`src/rtl/imem_loader.sv`:
```
// imem_loader: writer side of the instruction memory.
// Assembles a little-endian byte stream (2-byte length header followed by
// program words) into 32-bit word writes, holding the CPU in reset while a
// load is in progress.
// Optional feature macro: IMEM_LOADER_CHECKSUM_EN adds a trailing XOR
// checksum byte, verified in the CHK state before DONE.

module imem_loader #(
    parameter int DEPTH = 16,
    parameter int CNT_W = 16
) (
    input  logic        clk,
    input  logic        reset,
    input  logic        start,
    input  logic [7:0]  byte_data,
    input  logic        byte_valid,
    output logic        byte_ready,
    output logic        wr_en,
    output logic [31:0] wr_addr,
    output logic [31:0] wr_data,
    output logic        cpu_hold,
    output logic        busy,
    output logic        done,
    output logic        err
);

`ifdef IMEM_LOADER_CHECKSUM_EN
    typedef enum logic [2:0] {
        IDLE, LEN_LO, LEN_HI, DATA, WRITE, DONE, ERR, CHK
    } state_t;
`else
    typedef enum logic [2:0] {
        IDLE, LEN_LO, LEN_HI, DATA, WRITE, DONE, ERR
    } state_t;
`endif

    state_t             state;
    state_t             next_state;
    logic [CNT_W-1:0]   len;
    logic [CNT_W-1:0]   word_idx;
    logic [1:0]         byte_idx;
    logic [31:0]        word;
    logic [CNT_W-1:0]   len_full;
    logic               last_word;
    logic               xfer;
`ifdef IMEM_LOADER_CHECKSUM_EN
    logic [7:0]         xsum;
`endif

    // Full header value as it will be once the high byte lands this cycle.
    assign len_full  = CNT_W'({byte_data, len[7:0]});
    assign last_word = (word_idx == len - CNT_W'(1));
    assign xfer      = byte_valid && byte_ready;

    // Write port mirrors the current word slot; only meaningful while wr_en is high.
    assign wr_addr = 32'(word_idx) << 2;
    assign wr_data = word;

    // State register.
    always_ff @(posedge clk) begin
        // NOTE: sequential state uses non-blocking assignments so every register
        // samples pre-edge values regardless of statement order.
        if (reset) state <= IDLE;
        else       state <= next_state;
    end

    // Next-state decode and per-state outputs.
    always_comb begin
        // NOTE: every output gets a default before the case so no path can
        // leave a signal unassigned and infer a latch.
        next_state = state;
        byte_ready = 1'b0;
        wr_en      = 1'b0;
        cpu_hold   = 1'b0;
        busy       = 1'b0;
        done       = 1'b0;
        err        = 1'b0;
        case (state)
            IDLE: begin
                if (start) next_state = LEN_LO;
            end
            LEN_LO: begin
                byte_ready = 1'b1;
                cpu_hold   = 1'b1;
                busy       = 1'b1;
                if (byte_valid) next_state = LEN_HI;
            end
            LEN_HI: begin
                byte_ready = 1'b1;
                cpu_hold   = 1'b1;
                busy       = 1'b1;
                if (byte_valid) begin
                    if (len_full == '0)
`ifdef IMEM_LOADER_CHECKSUM_EN
                        next_state = CHK;
`else
                        next_state = DONE;
`endif
                    else if (len_full > CNT_W'(DEPTH))
                        next_state = ERR;
                    else
                        next_state = DATA;
                end
            end
            DATA: begin
                byte_ready = 1'b1;
                cpu_hold   = 1'b1;
                busy       = 1'b1;
                if (byte_valid && byte_idx == 2'd3) next_state = WRITE;
            end
            WRITE: begin
                wr_en    = 1'b1;
                cpu_hold = 1'b1;
                busy     = 1'b1;
                if (last_word)
`ifdef IMEM_LOADER_CHECKSUM_EN
                    next_state = CHK;
`else
                    next_state = DONE;
`endif
                else
                    next_state = DATA;
            end
`ifdef IMEM_LOADER_CHECKSUM_EN
            CHK: begin
                byte_ready = 1'b1;
                cpu_hold   = 1'b1;
                busy       = 1'b1;
                if (byte_valid) next_state = (byte_data == xsum) ? DONE : ERR;
            end
`endif
            DONE: begin
                done = 1'b1;
                if (start) next_state = LEN_LO;
            end
            ERR: begin
                err      = 1'b1;
                cpu_hold = 1'b1;
                if (start) next_state = LEN_LO;
            end
            default: next_state = IDLE;
        endcase
    end

    // Datapath: header capture, word assembly, word/byte indices, checksum.
    always_ff @(posedge clk) begin
        if (reset) begin
            len      <= '0;
            word_idx <= '0;
            byte_idx <= '0;
            word     <= '0;
`ifdef IMEM_LOADER_CHECKSUM_EN
            xsum     <= '0;
`endif
        end else begin
            case (state)
                IDLE, DONE, ERR: begin
`ifdef IMEM_LOADER_CHECKSUM_EN
                    if (start) xsum <= '0;
`endif
                end
                LEN_LO: begin
                    if (xfer) len[7:0] <= byte_data;
                end
                LEN_HI: begin
                    if (xfer) begin
                        len      <= len_full;
                        word_idx <= '0;
                        byte_idx <= '0;
                    end
                end
                DATA: begin
                    if (xfer) begin
                        word[{byte_idx, 3'b000} +: 8] <= byte_data;
                        byte_idx <= byte_idx + 2'd1;
`ifdef IMEM_LOADER_CHECKSUM_EN
                        xsum <= xsum ^ byte_data;
`endif
                    end
                end
                WRITE: begin
                    byte_idx <= '0;
                    if (!last_word) word_idx <= word_idx + CNT_W'(1);
                end
                default: ;
            endcase
        end
    end

endmodule

```
`config.mk`:
```
export PLATFORM = sky130hd
export DESIGN_NAME = imem_loader
export DESIGN_NICKNAME = d
export VERILOG_FILES = /design/src/rtl/imem_loader.sv
export SDC_FILE = /design/constraint.sdc
export NUM_CORES = 1
export LEC_CHECK = 0
export BUFFER_PORTS_ARGS = -buffer_cell sky130_fd_sc_hd__buf_2
export CORE_MARGIN = 10
export CORE_UTILIZATION = 47
export CTS_BUF_LIST = sky130_fd_sc_hd__clkbuf_16
export CTS_CLUSTER_DIAMETER = 50
export DETAILED_ROUTE_END_ITERATION = 12
export PLACE_DENSITY = 0.7
export SKIP_CTS_REPAIR_TIMING = 1
export SYNTH_ARGS = -nofsm -noshare
export SYNTH_HDL_FRONTEND = slang
export SYNTH_SLANG_ARGS = --single-unit
```
`constraint.sdc`:
```
create_clock -name clk -period 6.8 [get_ports clk]
set_clock_uncertainty 0.05 [all_clocks]
set_input_delay 1.36 -clock clk [delete_from_list [all_inputs] [get_ports clk]]
set_output_delay 1.36 -clock clk [all_outputs]
set_load 0.005 [all_outputs]
```
[Yosys cells after proc, flatten, opt, wreduce, memory -nomap -nowiden]
Index checks and enable logic that the tools add are counted.
Word-level totals
  flip-flop bits (word level): 69
  bits of input ports: 12
  output and inout port bits: 70
  word-level logic and storage cells: 68
Cells by class
  $add $sub $neg: 4
  order comparisons: 1
  eq/ne operators: 15
  shift operators: 2
  multiplexer cells: 23
  bitwise gates (word level): 1
  reduce and logical (&&, ||, !) cells: 16
Operator list (count)
  $bwmux W32: 1
  $mux W16: 2
  $pmux W16 S2: 1
  $shift A8 B7 Y32 const A: 1
  $shiftx A8 B7 Y32: 1
  $mux W3: 7
  $add A16 B1 Y16 const B: 1
  $eq A16 B16 Y1: 1
  $gt A16 B5 Y1 const B: 1
  $logic_not A16 Y1: 1
  $pmux W8 S2: 1
  $sub A16 B1 Y16 const B: 1
  $pmux W3 S5: 1
  $ne A2 B2 Y1 const B: 6
  $eq A3 B3 Y1 const B: 3
  $reduce_and A3 Y1: 3
  $mux W8: 1
  $neg A5 Y7: 1
  $eq A3 B2 Y1 const B: 2
  $mux W1: 6
  $pmux W2 S3: 1
  $reduce_or A3 Y1: 2
  $reduce_or A5 Y1: 1
  $mux W2: 2
  other kinds (12): 14

[Longest topological paths before layout]
Gate-level depths: netlist (run 1).
  depth in word-level cells: 6
  depth in mapped cells: 12
  depth with buffers taken out: 10

[Least setup slack after synthesis (run 1)]
No wires, ideal clock.
  path type: input to register
  from: in byte_data[3]
  to: reg state[2]
  library setup time: 144 ps
  data arrival time: 2624 ps
  required time: 6606 ps
  setup slack: 3981 ps
  stages on the path: 7
  path buffers: 0
  path through: or4_1 -> nor2_1 -> nand4b_1 -> o31ai_1 -> o32ai_1 -> a21oi_2 -> a311oi_2
On the way
  word-level cells in the longest chain between the ends: 5
  elaborated cells between the ends (all ways): 6
  those cells by class: order compare: 1; mux: 4; reduce/logical: 1
Ends and longest elaborated chain
  start, declared: RTL line 15  | input logic [7:0] byte_data,
  $gt A16 B5 Y1: RTL line 99  | else if (len_full > CNT_W'(DEPTH))
  $mux W3: RTL line 99
  $mux W3 *: RTL line 93  | if (len_full == '0)
  $mux W3 *: RTL line 92  | if (byte_valid) begin
  $pmux W3 S5 *: RTL line 78  | case (state)
  end signal, assigned: RTL line 64  | else state <= next_state;
  end, declared: RTL line 37  | state_t state;
Every way passes the cells marked *; elsewhere a longest branch is shown, timed or not. The select of a mux whose other input is x is not followed.
A chain may end at the register's enable or synchronous reset.

[Worst setup path after layout (run 1)]
  from: reg state[0]
  to: out wr_en
On the way
  word-level cells in the longest chain between the ends: 2
Ends and longest elaborated chain
  $eq A3 B3 Y1: RTL line 78
  $mux W1: RTL line 78
  end, declared: RTL line 18  | output logic wr_en,
Every way passes these cells.

==> results of run 1 <==
flip-flops by register name (all words and copies together), names as in the netlist:
signal    cells
wr_data      32
word_idx     16
byte_idx      2
len          16
state         3
per-layer routing:
layer  wire length, µm  vias to the layer above
li1                  -                     1785
met4               178                        0
met5                 0                        -
met1              4610                     1727
met3               679                       17
met2              4960                      119
layout make-up:
class	instances	area, µm²	area share (%)
Clock buffer	9	225	5.08
Timing Repair Buffer	66	333	7.51
Inverter	16	60.1	1.36
Clock inverter	7	66.3	1.50
Tap cell	102	128	2.88
Sequential cell	69	1380	31.2
Multi-Input combinational cell	370	2240	50.5
critical path, delay by kind of cell (launching register included):
| kind | cells | cell delay (ps) |
|---|---|---|
| DFF | 1 | 600 |
| and+or+nand+nor | 2 | 700 |
| buffers and inverters | 2 | 530 |
through the flow:
stage	instances	setup WS, ps
floorplan	495	3980
global placement	623	3680
detailed placement	623	3600
CTS	639	3280
global route	639	3100
finish	639	3240
kinds of logic after synthesis:
family | synth area share, %
AO/OA/AOI/OAI | 18.0
XOR/XNOR | 4.77
adder cells (fa/ha/maj) | 2.60
buffers and inverters | 7.63
flip-flops | 35.8
multiplexers | 2.47
other | 0.0973
AND/OR/NAND/NOR | 28.6
power groups by stage:
| stage | clock network, mW | logic [mW] | registers (mW) |
|---|---|---|---|
| after floorplan | 0 | 0.262 | 0.447 |
| after global placement | 0 | 0.303 | 0.470 |
| after detailed placement | 0 | 0.307 | 0.470 |
| after CTS | 0.462 | 0.310 | 0.462 |
| after global routing | 0.480 | 0.348 | 0.467 |
| final | 0.455 | 0.310 | 0.463 |
layout by cell type (no fill, tap or decap), types with 3 or more instances in the layout:
master / count
o31ai_1: 4
a31oi_1: 3
a211oi_1: 7
nand2b_1: 9
nand4_1: 4
clkbuf_16: 9
ha_1: 8
nor2_1: 26
and2_1: 7
nor3b_1: 4
buf_2: 65
dfxtp_1: 69
nand4b_1: 3
mux2i_1: 8
or4_1: 5
or3_1: 4
a21oi_1: 53
and3_1: 5
nor4_1: 3
inv_1: 17
nor3_1: 7
nand3_1: 44
xnor2_1: 13
nand2_1: 66
and4_1: 4
a2111o_1: 3
o21ai_0: 13
o32ai_1: 3
nor2b_1: 3
conb_1: 16
xor2_1: 8
final timing paths:
path                from     endpoint  slack [ps]  depth (start not counted)
max             state[0]        wr_en        3240                          4
min          wr_data[17]  wr_data[17]         400                          2
max reg2reg       len[2]  word_idx[5]        3600                          8
min reg2reg  wr_data[17]  wr_data[17]         400                          2
==> results.json, run 1 <==
{
  "grt_pass1_vias": 3596,
  "p_seq_share_pct": 37.7,
  "whs_ps": 402,
  "ys_ff_latch": 69,
  "route.vias.total": 3648,
  "synthTopCellsByArea": "dfxtp_1 (36%), a21oi_1 (6.9%), nand2_1 (6.4%)",
  "die_w_um": 111,
  "gp_congestion": 0.806,
  "viasPerCell": 5.71,
  "fp-row-count": 32,
  "cts_root_buf": "clkbuf_16",
  "pwr_density_cell_nw_per_um2": 277,
  "cap_violations": 0,
  "pin_count": 82,
  "avgSynthCellArea_um2": 8.03,
  "dpl.hpwl_mm": 7.51,
  "critPathRequiredTime_ps": 5390,
  "firstDrtPassIters": 5,
  "critical_path_class": "flip-flop to output port",
  "slowest_stage": "dfxtp_1",
  "synth_edf_count": 0,
  "htreeDepth": 3,
  "clk_latency_ps": 330,
  "coreArea_um2": 7850,
  "finalCriticalPeriod_ps": 3560,
  "tightest_slew_ps": 1080,
  "p_int_mw": 0.837,
  "holdCritPathClass": "flip-flop to flip-flop",
  "top_usage_layer": "met2",
  "power_leakage_nw": 1.79,
  "post_synth_num_cell_types": 63,
  "clockBufferDepth": 2,
  "port_buffers": 65,
  "crit_fanout": 20,
  "drc": 0,
  "finalHoldViolations": 0,
  "crit_path_end_kind": "output port",
  "grt_max_degree": 70,
  "antenna_found_initial": 0,
  "grt.met3_usage_pct": 4.43,
  "die_y_um": 111,
  "dieArea_um2": 12200,
  "rsz0062_at_grt": "no",
  "combinationalPowerShare_pct": 25.2,
  "drt.antenna.violating_nets": 0,
  "ys_seq_area_share_pct": 35.8,
  "post-synth-top-count-cell": "dfxtp_1",
  "synthFlopType": "dfxtp_1",
  "numCtsBuffers": 9,
  "fin_util_pct": 56.4,
  "slew_headroom_pct": 27.1,
  "yosysWarnings": 0,
  "drive_above_1_share_pct": 17.9,
  "gr-total-overflow": 0,
  "startpoint_type": "flip-flop",
  "cts_tree": "built",
  "grt_pass1_wl_mm": 17.3,
  "grt_use_met1_pct": 19.3,
  "totalPowerFinal_mw": 1.23,
  "yosysTopAreaCellShare_pct": 35.8,
  "wirelength_mm": 10.4,
  "async_flop_share_pct": 0,
  "use_met2_pct": 27.3,
  "nets": 552,
  "finalMaxSlewViolations": 0,
  "vdd_ir_drop_max_uv": 172,
  "grt_use_total_pct": 16.3,
  "crit_chain": "nor2_1 > nand2_1 > inv_1 > buf_2",
  "arrival_ps": 2150,
  "crit_path_max_incr_delay_ps": 600,
  "wl_per_cell_um": 16.3,
  "power_frac_clock_pct": 37.1,
  "max_clock_freq_mhz": 281,
  "diodes": 0,
  "fillers": 735,
  "swShare_pct": 31.8,
  "outcome": "complete, no violations",
  "period_share_pct": 52.4,
  "synth_area_um2": 3850,
  "switchingPower_mw": 0.391,
  "cts_sinks": 69,
  "synth_area_leader_cell": "dfxtp_1",
  "synth_commonest_cells": "dfxtp_1 (69), nand2_1 (66), a21oi_1 (53), nand3_1 (44), nor2_1 (26)",
  "setup_viol": 0,
  "initial_core_util_pct": 49.1,
  "placed_area_um2": 4140,
  "path_clk_slew_ps": 60,
  "setup-tns-final_ps": 0,
  "synth_cells": 480,
  "final_cell_area_um2": 4430,
  "area_growth_syn_to_layout_pct": 14.9,
  "drt_iter0_drc": 212
}
Power figures use the tool's default switching activity.
==> run 2: changes to the inputs <==
--- a/config.mk
+++ b/config.mk
@@ -11,7 +11,7 @@
 export CTS_BUF_LIST = sky130_fd_sc_hd__clkbuf_16
 export CTS_CLUSTER_DIAMETER = 50
 export DETAILED_ROUTE_END_ITERATION = 12
-export PLACE_DENSITY = 0.7
+export PLACE_DENSITY = 0.73
 export SKIP_CTS_REPAIR_TIMING = 1
 export SYNTH_ARGS = -nofsm -noshare
 export SYNTH_HDL_FRONTEND = slang
==> constraint.sdc (replaced) <==
create_clock -name clk -period 2.9 [get_ports clk]
set_clock_uncertainty 0.05 [all_clocks]
set_input_delay 0.58 -clock clk [delete_from_list [all_inputs] [get_ports clk]]
set_output_delay 0.58 -clock clk [all_outputs]
set_load 0.005 [all_outputs]
==> results.json, run 2 (same netlist as run 1, synthesis figures left out) <==
{
  "outcome": "complete, no violations",
  "startpoint_type": "flip-flop",
  "placed_area_um2": 4200,
  "die_y_um": 111,
  "diodes": 0,
  "grt_pass1_vias": 3505,
  "critical_path_class": "flip-flop to flip-flop",
  "cts_root_buf": "clkbuf_16",
  "grt_pass1_wl_mm": 17.3,
  "critPathRequiredTime_ps": 3040,
  "drive_above_1_share_pct": 19.8,
  "final_cell_area_um2": 4510,
  "drc": 0,
  "largest_reg_flops": 32,
  "clk_latency_ps": 330,
  "tightest_slew_ps": 775,
  "drt_iter0_drc": 242,
  "setup-tns-final_ps": 0,
  "gp_congestion": 0.844,
  "rsz0062_at_grt": "no",
  "fin_util_pct": 57.4,
  "fp-row-count": 32,
  "nets": 561,
  "drt.antenna.violating_nets": 0,
  "clockBufferDepth": 2,
  "totalPowerFinal_mw": 2.92,
  "finalHoldViolations": 0,
  "port_buffers": 65,
  "power_leakage_nw": 1.83,
  "grt_use_total_pct": 16.6,
  "mostFrequentLayoutCell": "dfxtp_1",
  "crit_fanout": 12,
  "wl_per_cell_um": 16.4,
  "viasPerCell": 5.57,
  "firstDrtPassIters": 4,
  "final_cell_mix": "dfxtp_1 (69), nand2_1 (66), buf_2 (65)",
  "wirelength_mm": 10.6,
  "coreArea_um2": 7850,
  "dp_cells": 631,
  "vdd_ir_drop_max_uv": 371,
  "dpl.hpwl_mm": 7.61,
  "path_clk_slew_ps": 60,
  "slew_headroom_pct": 47.9,
  "setup_viol": 0,
  "fin_cells": 648,
  "finalMaxSlewViolations": 0,
  "die_w_um": 111,
  "crit_path_end_kind": "flip-flop",
  "area_growth_syn_to_layout_pct": 16.9,
  "cts_sinks": 69,
  "cts_tree": "built",
  "antenna_found_initial": 0,
  "initial_core_util_pct": 49.1,
  "numCtsBuffers": 9,
  "htreeDepth": 3,
  "gr-total-overflow": 0,
  "finalCriticalPeriod_ps": 2720,
  "cap_violations": 0,
  "pin_count": 82,
  "dieArea_um2": 12200,
  "pwr_density_cell_nw_per_um2": 649,
  "holdCritPathClass": "flip-flop to flip-flop",
  "period_share_pct": 93.7,
  "max_clock_freq_mhz": 368,
  "grt_max_degree": 38,
  "arrival_ps": 2850,
  "route.vias.total": 3612
}
## run 2: cell count changes in the layout (fill, tap and decap cells not counted)
cell / before / now
buf_4: 1 / 9
and2_2: 0 / 1
clkinv_1: 1 / 0
clkinv_2: 1 / 2
clkinv_4: 0 / 1
ha_1: 8 / 7
ha_2: 0 / 1
inv_6: 1 / 0
nor4_1: 3 / 2
nor4_2: 1 / 2
## run 2: per-layer routing
| metal | GRT usage, % | wire length, µm | share of wire (%) |
|---|---|---|---|
| met5 | 0 | 0 | 0 |
| met1 | 19.4 | 4270 | 40 |
| met3 | 5.67 | 935 | 8.8 |
| met4 | 5.35 | 147 | 1.4 |
| met2 | 27.7 | 5280 | 50 |
## run 2: per-stage QoR
step | setup WS, ps | hold WS, ps
2_1_floorplan | 429 | 398
3_3_place_gp | 288 | 389
3_5_place_dp | 159 | 392
5_1_grt | 38.0 | 416
4_1_cts | 98.5 | 401
6_report | 184 | 399
## run 2: critical path: stages (launching register included)
cell and delay [ps]:
dfxtp_1 340, inv_1 70, ha_2 230, nor4b_4 300, a31oi_1 150, nor4_2 280, nand3_1 150, nor4_4 350
and2_4 290, nand2b_1 230, o32ai_1 120
## run 2: area by class of cell
| cell class | count | area [µm²] |
|---|---|---|
| multi-input combinational | 371 | 2250 |
| clock inverter | 7 | 67.6 |
| inverter | 16 | 60.1 |
| timing repair buffer | 74 | 393 |
| tap | 102 | 128 |
| sequential | 69 | 1380 |
| fill | 763 | 3340 |
| clock buffer | 9 | 225 |
## run 2: path summary, 6_finish.rpt
check / start / end / slack, ps / depth (start not counted)
worst max register to register: len[0] / word_idx[4] / 180 / 10
worst min register to register: wr_data[11] / wr_data[11] / 400 / 2
worst max-delay path: len[0] / word_idx[4] / 180 / 10
worst min-delay path: wr_data[11] / wr_data[11] / 400 / 2
## run 2: power breakdown
group / internal [mW] / switching, mW
logic: 0.327 / 0.430
registers: 0.991 / 0.0911
clock network: 0.661 / 0.425
